`src/rtl/cpu_pkg.sv`:
```
// Shared CPU definitions: datapath width, register-file addressing and
// the common word / register-address types used by the writeback stage.
package cpu_pkg;

    localparam int XLEN       = 32;
    localparam int REG_ADDR_W = 5;
    localparam int NUM_REGS   = 32;

    typedef logic        [REG_ADDR_W-1:0] reg_addr_t;
    typedef logic signed [XLEN-1:0]       word_t;
    typedef logic        [NUM_REGS-1:0]   reg_mask_t;

    // One-hot mask selecting a single architectural register.
    function automatic reg_mask_t reg_onehot(input reg_addr_t rd);
        reg_mask_t m;
        m     = '0;
        m[rd] = 1'b1;
        return m;
    endfunction

endpackage

```
`src/rtl/rd_tag_fifo.sv`:
```
// Synchronous FIFO of load destination registers, held in issue order so
// each returning load response can be matched to its destination.
module rd_tag_fifo
    import cpu_pkg::*;
#(
    parameter int DEPTH = 4
) (
    input  logic      clk,
    input  logic      rst,
    input  logic      push,
    input  logic      pop,
    input  reg_addr_t din,
    output reg_addr_t dout,
    output logic      full,
    output logic      empty
);

    localparam int              PW       = $clog2(DEPTH);
    localparam logic [PW-1:0]   PTR_ONE  = PW'(1);
    localparam logic [PW:0]     CNT_ONE  = (PW + 1)'(1);
    localparam logic [PW:0]     FULL_CNT = (PW + 1)'(DEPTH);

    reg_addr_t       mem_q [DEPTH];
    logic [PW-1:0]   wr_q, wr_d;
    logic [PW-1:0]   rd_q, rd_d;
    logic [PW:0]     cnt_q, cnt_d;
    logic            do_push, do_pop;

    assign full    = (cnt_q == FULL_CNT);
    assign empty   = (cnt_q == '0);
    assign dout    = mem_q[rd_q];
    assign do_push = push && !full;
    assign do_pop  = pop && !empty;

    // Next-state pointers and occupancy; pointers wrap naturally (power-of-two depth).
    always_comb begin
        wr_d  = wr_q;
        rd_d  = rd_q;
        cnt_d = cnt_q;
        if (do_push) wr_d = wr_q + PTR_ONE;
        if (do_pop)  rd_d = rd_q + PTR_ONE;
        case ({do_push, do_pop})
            2'b10:   cnt_d = cnt_q + CNT_ONE;
            2'b01:   cnt_d = cnt_q - CNT_ONE;
            default: cnt_d = cnt_q;
        endcase
    end

    // Control state: pointers and count, cleared by reset so the queue empties.
    always_ff @(posedge clk or posedge rst) begin
        if (rst) begin
            wr_q  <= '0;
            rd_q  <= '0;
            cnt_q <= '0;
        end else begin
            wr_q  <= wr_d;
            rd_q  <= rd_d;
            cnt_q <= cnt_d;
        end
    end

    // Tag storage; contents are meaningless while the count says empty.
    always_ff @(posedge clk) begin
        if (do_push) mem_q[wr_q] <= din;
    end

endmodule

```
`src/rtl/writeback_unit.sv`:
```
// Writeback stage: arbitrates ALU results, a one-entry load hold buffer and
// fresh load responses onto a single registered register-file write port,
// and keeps a scoreboard of registers awaiting load data.
module writeback_unit
    import cpu_pkg::*;
#(
    parameter int LQ_DEPTH = 4
) (
    input  logic      clk,
    input  logic      rst,
    input  logic      alu_valid,
    input  reg_addr_t alu_rd,
    input  word_t     alu_data,
    input  logic      ld_issue,
    input  reg_addr_t ld_issue_rd,
    output logic      ld_issue_ready,
    input  logic      ld_resp_valid,
    input  word_t     ld_resp_data,
    output logic      ld_resp_ready,
    input  reg_addr_t q_rs1,
    input  reg_addr_t q_rs2,
    output logic      busy_rs1,
    output logic      busy_rs2,
    output logic      wb_en,
    output reg_addr_t wb_rd,
    output word_t     wb_data,
    output logic      err_orphan
);

    reg_mask_t pending_q, pending_d;
    logic      hold_valid_q, hold_valid_d;
    reg_addr_t hold_rd_q, hold_rd_d;
    word_t     hold_data_q, hold_data_d;
    logic      wb_en_q, wb_en_d;
    reg_addr_t wb_rd_q, wb_rd_d;
    word_t     wb_data_q, wb_data_d;
    logic      orphan_q, orphan_d;

    logic      fifo_full, fifo_empty;
    reg_addr_t head_rd;
    logic      resp_acc, tag_pop, tag_push, orphan_now;
    reg_mask_t set_mask, clr_mask;

    // Pre-pop fullness gates issue; a full queue stalls issue even if a pop occurs.
    assign ld_issue_ready = !fifo_full;
    assign ld_resp_ready  = !hold_valid_q;
    assign resp_acc       = ld_resp_valid && !hold_valid_q;
    assign tag_pop        = resp_acc && !fifo_empty;
    assign orphan_now     = resp_acc && fifo_empty;
    assign tag_push       = ld_issue && !fifo_full;

    assign busy_rs1   = (q_rs1 != '0) && pending_q[q_rs1];
    assign busy_rs2   = (q_rs2 != '0) && pending_q[q_rs2];
    assign wb_en      = wb_en_q;
    assign wb_rd      = wb_rd_q;
    assign wb_data    = wb_data_q;
    assign err_orphan = orphan_q;

    rd_tag_fifo #(
        .DEPTH (LQ_DEPTH)
    ) u_tags (
        .clk   (clk),
        .rst   (rst),
        .push  (tag_push),
        .pop   (tag_pop),
        .din   (ld_issue_rd),
        .dout  (head_rd),
        .full  (fifo_full),
        .empty (fifo_empty)
    );

    // Arbitration ALU > hold > new response, plus scoreboard set/clear.
    always_comb begin
        hold_valid_d = hold_valid_q;
        hold_rd_d    = hold_rd_q;
        hold_data_d  = hold_data_q;
        wb_en_d      = 1'b0;
        wb_rd_d      = wb_rd_q;
        wb_data_d    = wb_data_q;
        clr_mask     = '0;
        set_mask     = '0;
        orphan_d     = orphan_q || orphan_now;

        if (alu_valid) begin
            wb_en_d   = (alu_rd != '0);
            wb_rd_d   = alu_rd;
            wb_data_d = alu_data;
            // A response accepted alongside the ALU result is parked for next cycle.
            if (tag_pop) begin
                hold_valid_d = 1'b1;
                hold_rd_d    = head_rd;
                hold_data_d  = ld_resp_data;
            end
        end else if (hold_valid_q) begin
            wb_en_d      = (hold_rd_q != '0);
            wb_rd_d      = hold_rd_q;
            wb_data_d    = hold_data_q;
            clr_mask     = reg_onehot(hold_rd_q);
            hold_valid_d = 1'b0;
        end else if (tag_pop) begin
            wb_en_d   = (head_rd != '0);
            wb_rd_d   = head_rd;
            wb_data_d = ld_resp_data;
            clr_mask  = reg_onehot(head_rd);
        end

        if (tag_push && (ld_issue_rd != '0)) begin
            set_mask = reg_onehot(ld_issue_rd);
        end
        // Set after clear so a same-cycle re-issue keeps the register busy.
        pending_d = (pending_q & ~clr_mask) | set_mask;
    end

    // All writeback state is discarded on reset; no write escapes after rst.
    always_ff @(posedge clk or posedge rst) begin
        if (rst) begin
            pending_q    <= '0;
            hold_valid_q <= 1'b0;
            hold_rd_q    <= '0;
            hold_data_q  <= '0;
            wb_en_q      <= 1'b0;
            wb_rd_q      <= '0;
            wb_data_q    <= '0;
            orphan_q     <= 1'b0;
        end else begin
            pending_q    <= pending_d;
            hold_valid_q <= hold_valid_d;
            hold_rd_q    <= hold_rd_d;
            hold_data_q  <= hold_data_d;
            wb_en_q      <= wb_en_d;
            wb_rd_q      <= wb_rd_d;
            wb_data_q    <= wb_data_d;
            orphan_q     <= orphan_d;
        end
    end

endmodule

```
`config.mk`:
```
export PLATFORM = sky130hd
export DESIGN_NAME = writeback_unit
export DESIGN_NICKNAME = d
export VERILOG_FILES = /design/src/rtl/cpu_pkg.sv /design/src/rtl/rd_tag_fifo.sv /design/src/rtl/writeback_unit.sv
export SDC_FILE = /design/constraint.sdc
export NUM_CORES = 1
export LEC_CHECK = 0
export ABC_AREA = 1
export ABC_CLOCK_PERIOD_IN_PS = 4840
export CORE_MARGIN = 3
export CORE_UTILIZATION = 54
export CTS_CLUSTER_SIZE = 25
export DETAILED_ROUTE_END_ITERATION = 6
export GPL_TIMING_DRIVEN = 0
export PLACE_DENSITY = 0.81
export SYNTH_ARGS = -nofsm -noshare
export SYNTH_HDL_FRONTEND = slang
export SYNTH_HIERARCHICAL = 1
export SYNTH_SLANG_ARGS = --single-unit
```
`constraint.sdc`:
```
create_clock -name clk -period 4.84 [get_ports clk]
set_input_delay 1.21 -clock clk [delete_from_list [all_inputs] [get_ports clk]]
set_output_delay 1.21 -clock clk [all_outputs]
set_load 0.1 [all_outputs]
```
# Yosys cells after proc, flatten, opt, wreduce, memory -nomap -nowiden
# Memories as Yosys holds them, arrays and structs flattened.
# Index checks and enable logic that the tools add are counted.
# word_totals
regBits	116
in_bits	89
output_inout_bits	43
elab_cells	85
mem_count	1
mem_bits_rw	20
# memory_table
name	depth	word_bits	rd	rd_ports_with_merged_regs	write_ports	line	text
u_tags.mem_q	4	5	1	0	1	rd_tag_fifo.sv:23	reg_addr_t mem_q [DEPTH];
# classes
n_eq_ne	4
n_addsub	4
magnitude_cmp	8
bitwise	3
n_mux	28
reduce_logical	26
# ops
cell	count
$mux W32	7
$and A32 B32 Y32	1
$not A32 Y32	1
$or A32 B32 Y32	1
$lt A5 B6 Y1 const B	5
$reduce_bool A5 Y1	6
$demux W1 S5	3
$ge A5 B1 Y1 const B	3
$mux W5	3
$logic_and A1 B1 Y1	12
$mux W1	12
$bmux W1 S5	2
$pmux W3 S2	1
$add A2 B1 Y2 const B	2
$add A3 B1 Y3 const B	1
$eq A3 B3 Y1 const B	1
$logic_not A1 Y1	3
$logic_not A3 Y1	1
$reduce_bool A3 Y1	1
$sub A3 B1 Y3 const B	1
$eq A2 B1 Y1 const B	1
$eq A2 B2 Y1 const B	1
$ne A2 B1 Y1 const B	1
$reduce_and A2 Y1	1
other kinds (2)	2

# Longest topological paths before layout
# An unclocked memory read counts as a cell.
# depth
depth_word	11
depth_mapped	14
ltp_nobuf	14

# Modules after synthesis
# Netlist, hierarchy kept.
# by_module_without_submodules
mod	area_each_um2	instances	cells_each	seq_area_each_um2
writeback_unit	6394.9	1	930	2727.6
rd_tag_fifo	1292.5	1	121	775.7

# Least setup slack after synthesis
# Ideal clock, no wire load.
# synth_timing
kind	in2out
startpoint	input q_rs1[0]
endpoint	output busy_rs1
path_stages	12
required_ns	3.630
setup_slack_ns	0.935
t_arrival_ns	2.695
n_path_buf	2
cell_sequence	buf_4 > clkinv_1 > buf_2 > nand2_1 > nand3_1 > nand2_1 > nand2_1 > nand2_1 > inv_1 > nand2_1 > nand2_1 > nand2_1
# synth_via
elab_chain_cells	3
word_cells_on_any_way	4
cone_classes	mux (2); reduce/logical (2)
# synth_lines
item	line	text
from (decl)	writeback_unit.sv:20	input reg_addr_t q_rs1,
$bmux W1 S5	writeback_unit.sv:52	assign busy_rs1 = (q_rs1 != '0) && pending_q[q_rs1];
$mux W1 (implied by the code)	writeback_unit.sv:52	
$logic_and A1 B1 Y1 *	writeback_unit.sv:52	
to (decl)	writeback_unit.sv:22	output logic busy_rs1,
# Mark *: on every way between the ends. The rest lies on a longest branch, timed or not. The select of a mux whose other input is x is not followed.

# Worst setup path in the final report
# layout_timing
startpoint	input q_rs2[0]
endpoint	output busy_rs2
# layout_via
elab_chain_cells	3
word_cells_on_any_way	4
cone_classes	mux (2); reduce/logical (2)
# layout_lines
item	line	text
from (decl)	writeback_unit.sv:21	input reg_addr_t q_rs2,
$bmux W1 S5	writeback_unit.sv:53	assign busy_rs2 = (q_rs2 != '0) && pending_q[q_rs2];
$mux W1 (implied by the code)	writeback_unit.sv:53	
$logic_and A1 B1 Y1 *	writeback_unit.sv:53	
to (decl)	writeback_unit.sv:23	output logic busy_rs2,
# Marks and branches as above.

==> impl_metrics.json <==
{
  "status": "finished clean",
  "final_cell_mix": "360 x nand2_1, 135 x inv_1, 127 x clkdlybuf4s50_1",
  "antenna_found_initial": 0,
  "stdcell_area_um2": 9820,
  "p_total_uw": 6070,
  "ir_drop_mv": 0.405,
  "slew_headroom": 0.317,
  "top_usage_layer": "met2",
  "dieArea_um2": 15700,
  "htree_levels": 4,
  "drt_wl_total_mm": 22.2,
  "synth_compound_area_frac": 0.139,
  "crit_chain": "buf_4 -> clkinv_1 -> buf_2 -> nand2_1 -> nand3_1 -> nand2_1 -> nand2_1 -> nand2_1 -> inv_1 -> nand2_1 -> nand2_1 -> nand2_1 -> clkdlybuf4s50_1",
  "hold_class": "flop to flop",
  "dp_slack_ns": 0.206,
  "finalCritPeriodShare": 0.957,
  "syn_to_final_growth_pct": 27.8,
  "crit_buf_inv": 5,
  "synth_top_family_by_area": "simple AND/OR/NAND/NOR gates",
  "max_clock_freq_mhz": 216,
  "synth_cells": 1051,
  "post_synth_mux_area_share": 0,
  "cts_tree": "built",
  "layout.nets": 1293,
  "fillers": 1099,
  "port_buffers": 127,
  "grt_pass1_wl_mm": 36.4,
  "skew_ns": 0.00925,
  "grt_max_degree": 61,
  "ios": 132,
  "slew_viol_final": 0,
  "avgSynthCellArea_um2": 7.31,
  "worstSetupPathType": "input pin to output pin",
  "core-area_um2": 13600,
  "overflow": 0,
  "max_slew.worst_pin.slew_ns": 1.02,
  "clk_pin_slew_worst_paths_ns": 0.05,
  "rsz0062_at_grt": "false",
  "vias_per_cell": 5.51,
  "finalHoldViolCount": 0,
  "p_leak_uw": 0.00470,
  "hpwl_mm": 16.2,
  "cts.sinks": 136,
  "routedWlPerCell_um": 16.0,
  "drive_above_1_share": 0.0719,
  "ys_top_cells_by_area": "dfrtp_1 38%, nand2_1 18%, edfxtp_1 7.8%",
  "cts_root_buf": "clkbuf_16",
  "synth_area_leader_cell": "dfrtp_1",
  "synthesis.area_um2": 7690,
  "power.density_nw_per_um2": 618,
  "drtAntennaViolNets": 0,
  "grtUsageMet2": 0.448,
  "cp_common_cell": "nand2_1",
  "cts_buffers": 17,
  "yosysSeqAreaShare": 0.456,
  "worstPathRequired_ns": 3.63,
  "layout_commonest_cell": "nand2_1",
  "synth_fa_ha_area_frac": 0.0107,
  "grtUsageTotal": 0.287,
  "setup_ws_ns": 0.207,
  "vias": 7638,
  "fin_crit_ns": 4.63,
  "cp_slowest_cell": "clkdlybuf4s50_1",
  "fp.dieW_um": 125,
  "post_cts_buffers": 0,
  "synth_xor_area_frac": 0.00114,
  "startpoint_type": "input pin",
  "setup_viol": 0,
  "met3_usage": 0.0661,
  "tns_ns": 0,
  "crit_path_max_fanout": 10,
  "antenna_cells": 0,
  "use_met1": 0.398,
  "grt_pass1_vias": 7368,
  "clock_latency_ns": 0.42,
  "crit_family": "buffers and inverters",
  "dpl.cell_count": 1355,
  "crit_arrival_ns": 3.42,
  "critical_path.max_stage_delay_ns": 1.12,
  "drt_first_pass_iters": 5,
  "yosys_warnings": 6,
  "placed_cell_area_um2": 9210,
  "endpoint_kind": "output pin",
  "drt_iter0_drc": 801,
  "rows": 42,
  "post_cts_resized": 0,
  "max-cap-violations": 0,
  "ys_ff_latch": 136,
  "synthSimpleGateAreaFrac": 0.286,
  "instances_no_fill": 1386,
  "ys_types": 37,
  "syn-num-nets": 1146,
  "die_h_um": 125,
  "drc": 0,
  "cts_hold_buf": 0,
  "gp_congestion": 0.988,
  "initial_core_util": 0.567,
  "synth.top_cell.area_share": 0.378,
  "clk_path_buf_depth": 2
}
-- power breakdown --
part	internal [uW]	total [uW]	switching, uW	leakage [uW]
combinational	785	2870	2080	0.00282
clock	848	1350	499	0.000303
sequential	1610	1860	249	0.00158
total	3240	6070	2830	0.00470
-- worst register-to-register path: cells and delay by family (launching register included) --
family | cells | cell delay (ns)
adders and majority gates | 2 | 0.56
buffers and inverters | 4 | 0.35
and+or+nand+nor | 7 | 1.04
DFF | 1 | 0.42
-- metal layers --
| metal | part of all wire | up-vias |
|---|---|---|
| met5 | 0 | - |
| met4 | 0.023 | 0 |
| met3 | 0.078 | 43 |
| met2 | 0.47 | 326 |
| met1 | 0.43 | 3581 |
| li1 | - | 3688 |
-- worst paths after layout --
kind	cells past startpoint	endpoint	slack (ns)	startpoint
setup reg to reg	13	u_tags/cnt_q[2]	2.38	u_tags/cnt_q[2]
hold reg to reg	2	pending_q[4]	0.47	pending_q[4]
setup / recovery	13	busy_rs2	0.21	q_rs2[0]
hold / removal	2	pending_q[4]	0.47	pending_q[4]
max in group asynchronous	3	wb_rd[2]	2.81	rst
min in group asynchronous	2	u_tags/cnt_q[1]	1.12	rst
-- cell usage after synthesis --
cell type / instances
inv_1: 136
o21a_1: 1
or2_0: 2
fa_1: 1
nand2_4: 2
or2_2: 2
a21o_1: 1
edfxtp_1: 20
o22ai_1: 7
inv_2: 5
clkbuf_1: 13
nand3_1: 67
nand3_4: 1
nand3b_1: 1
o211ai_1: 41
buf_2: 23
and2_1: 1
nor3_4: 1
xnor2_1: 1
clkinv_1: 4
nor3_1: 12
nor2_2: 1
buf_1: 1
o211ai_2: 1
o21ai_0: 46
nand2_1: 360
ha_1: 5
nand4_1: 3
nand2_2: 1
nand3_2: 4
nor2_1: 76
a31oi_1: 37
buf_6: 5
buf_4: 8
a21oi_1: 11
dfrtp_1: 116
o21ai_1: 34
-- state kept, by name, summed over array words and instances, names as in the netlist --
| name | cells |
|---|---|
| u_tags/rd_q | 2 |
| wb_data | 32 |
| u_tags/mem_q | 20 |
| pending_q | 32 |
| wb_en | 1 |
| u_tags/wr_q | 2 |
| hold_rd_q | 5 |
| u_tags/cnt_q | 3 |
| hold_valid_q | 1 |
| err_orphan | 1 |
| wb_rd | 5 |
| hold_data_q | 32 |
-- cells by family (layout without fill, tap and decap cells) --
| kind of cell | Yosys count | after routing |
|---|---|---|
| fa+ha+maj | 6 | 6 |
| flops | 136 | 136 |
| simple gates | 534 | 534 |
| compound gates | 179 | 179 |
| buf+inv | 195 | 354 |
| xor+xnor | 1 | 1 |
-- metrics by stage --
stage	util	hold WS, ns
final	0.724	0.468
after global placement	0.677	0.439
after floorplan	-	0.437
after detailed placement	0.679	0.449
after global routing	0.724	0.480
after CTS	0.724	0.472
-- layout make-up --
cell class	count	area, um2	share of cell area
plain buffers	50	284	0.0289
flip-flops and latches	136	3500	0.357
inverters	145	547	0.0557
clock inverters	11	145	0.0148
multi-input cells	720	3360	0.342
well taps	176	220	0.0224
clock buffers	20	467	0.0475
repair buffers	128	1300	0.132
Power figures use the tool's default switching activity.
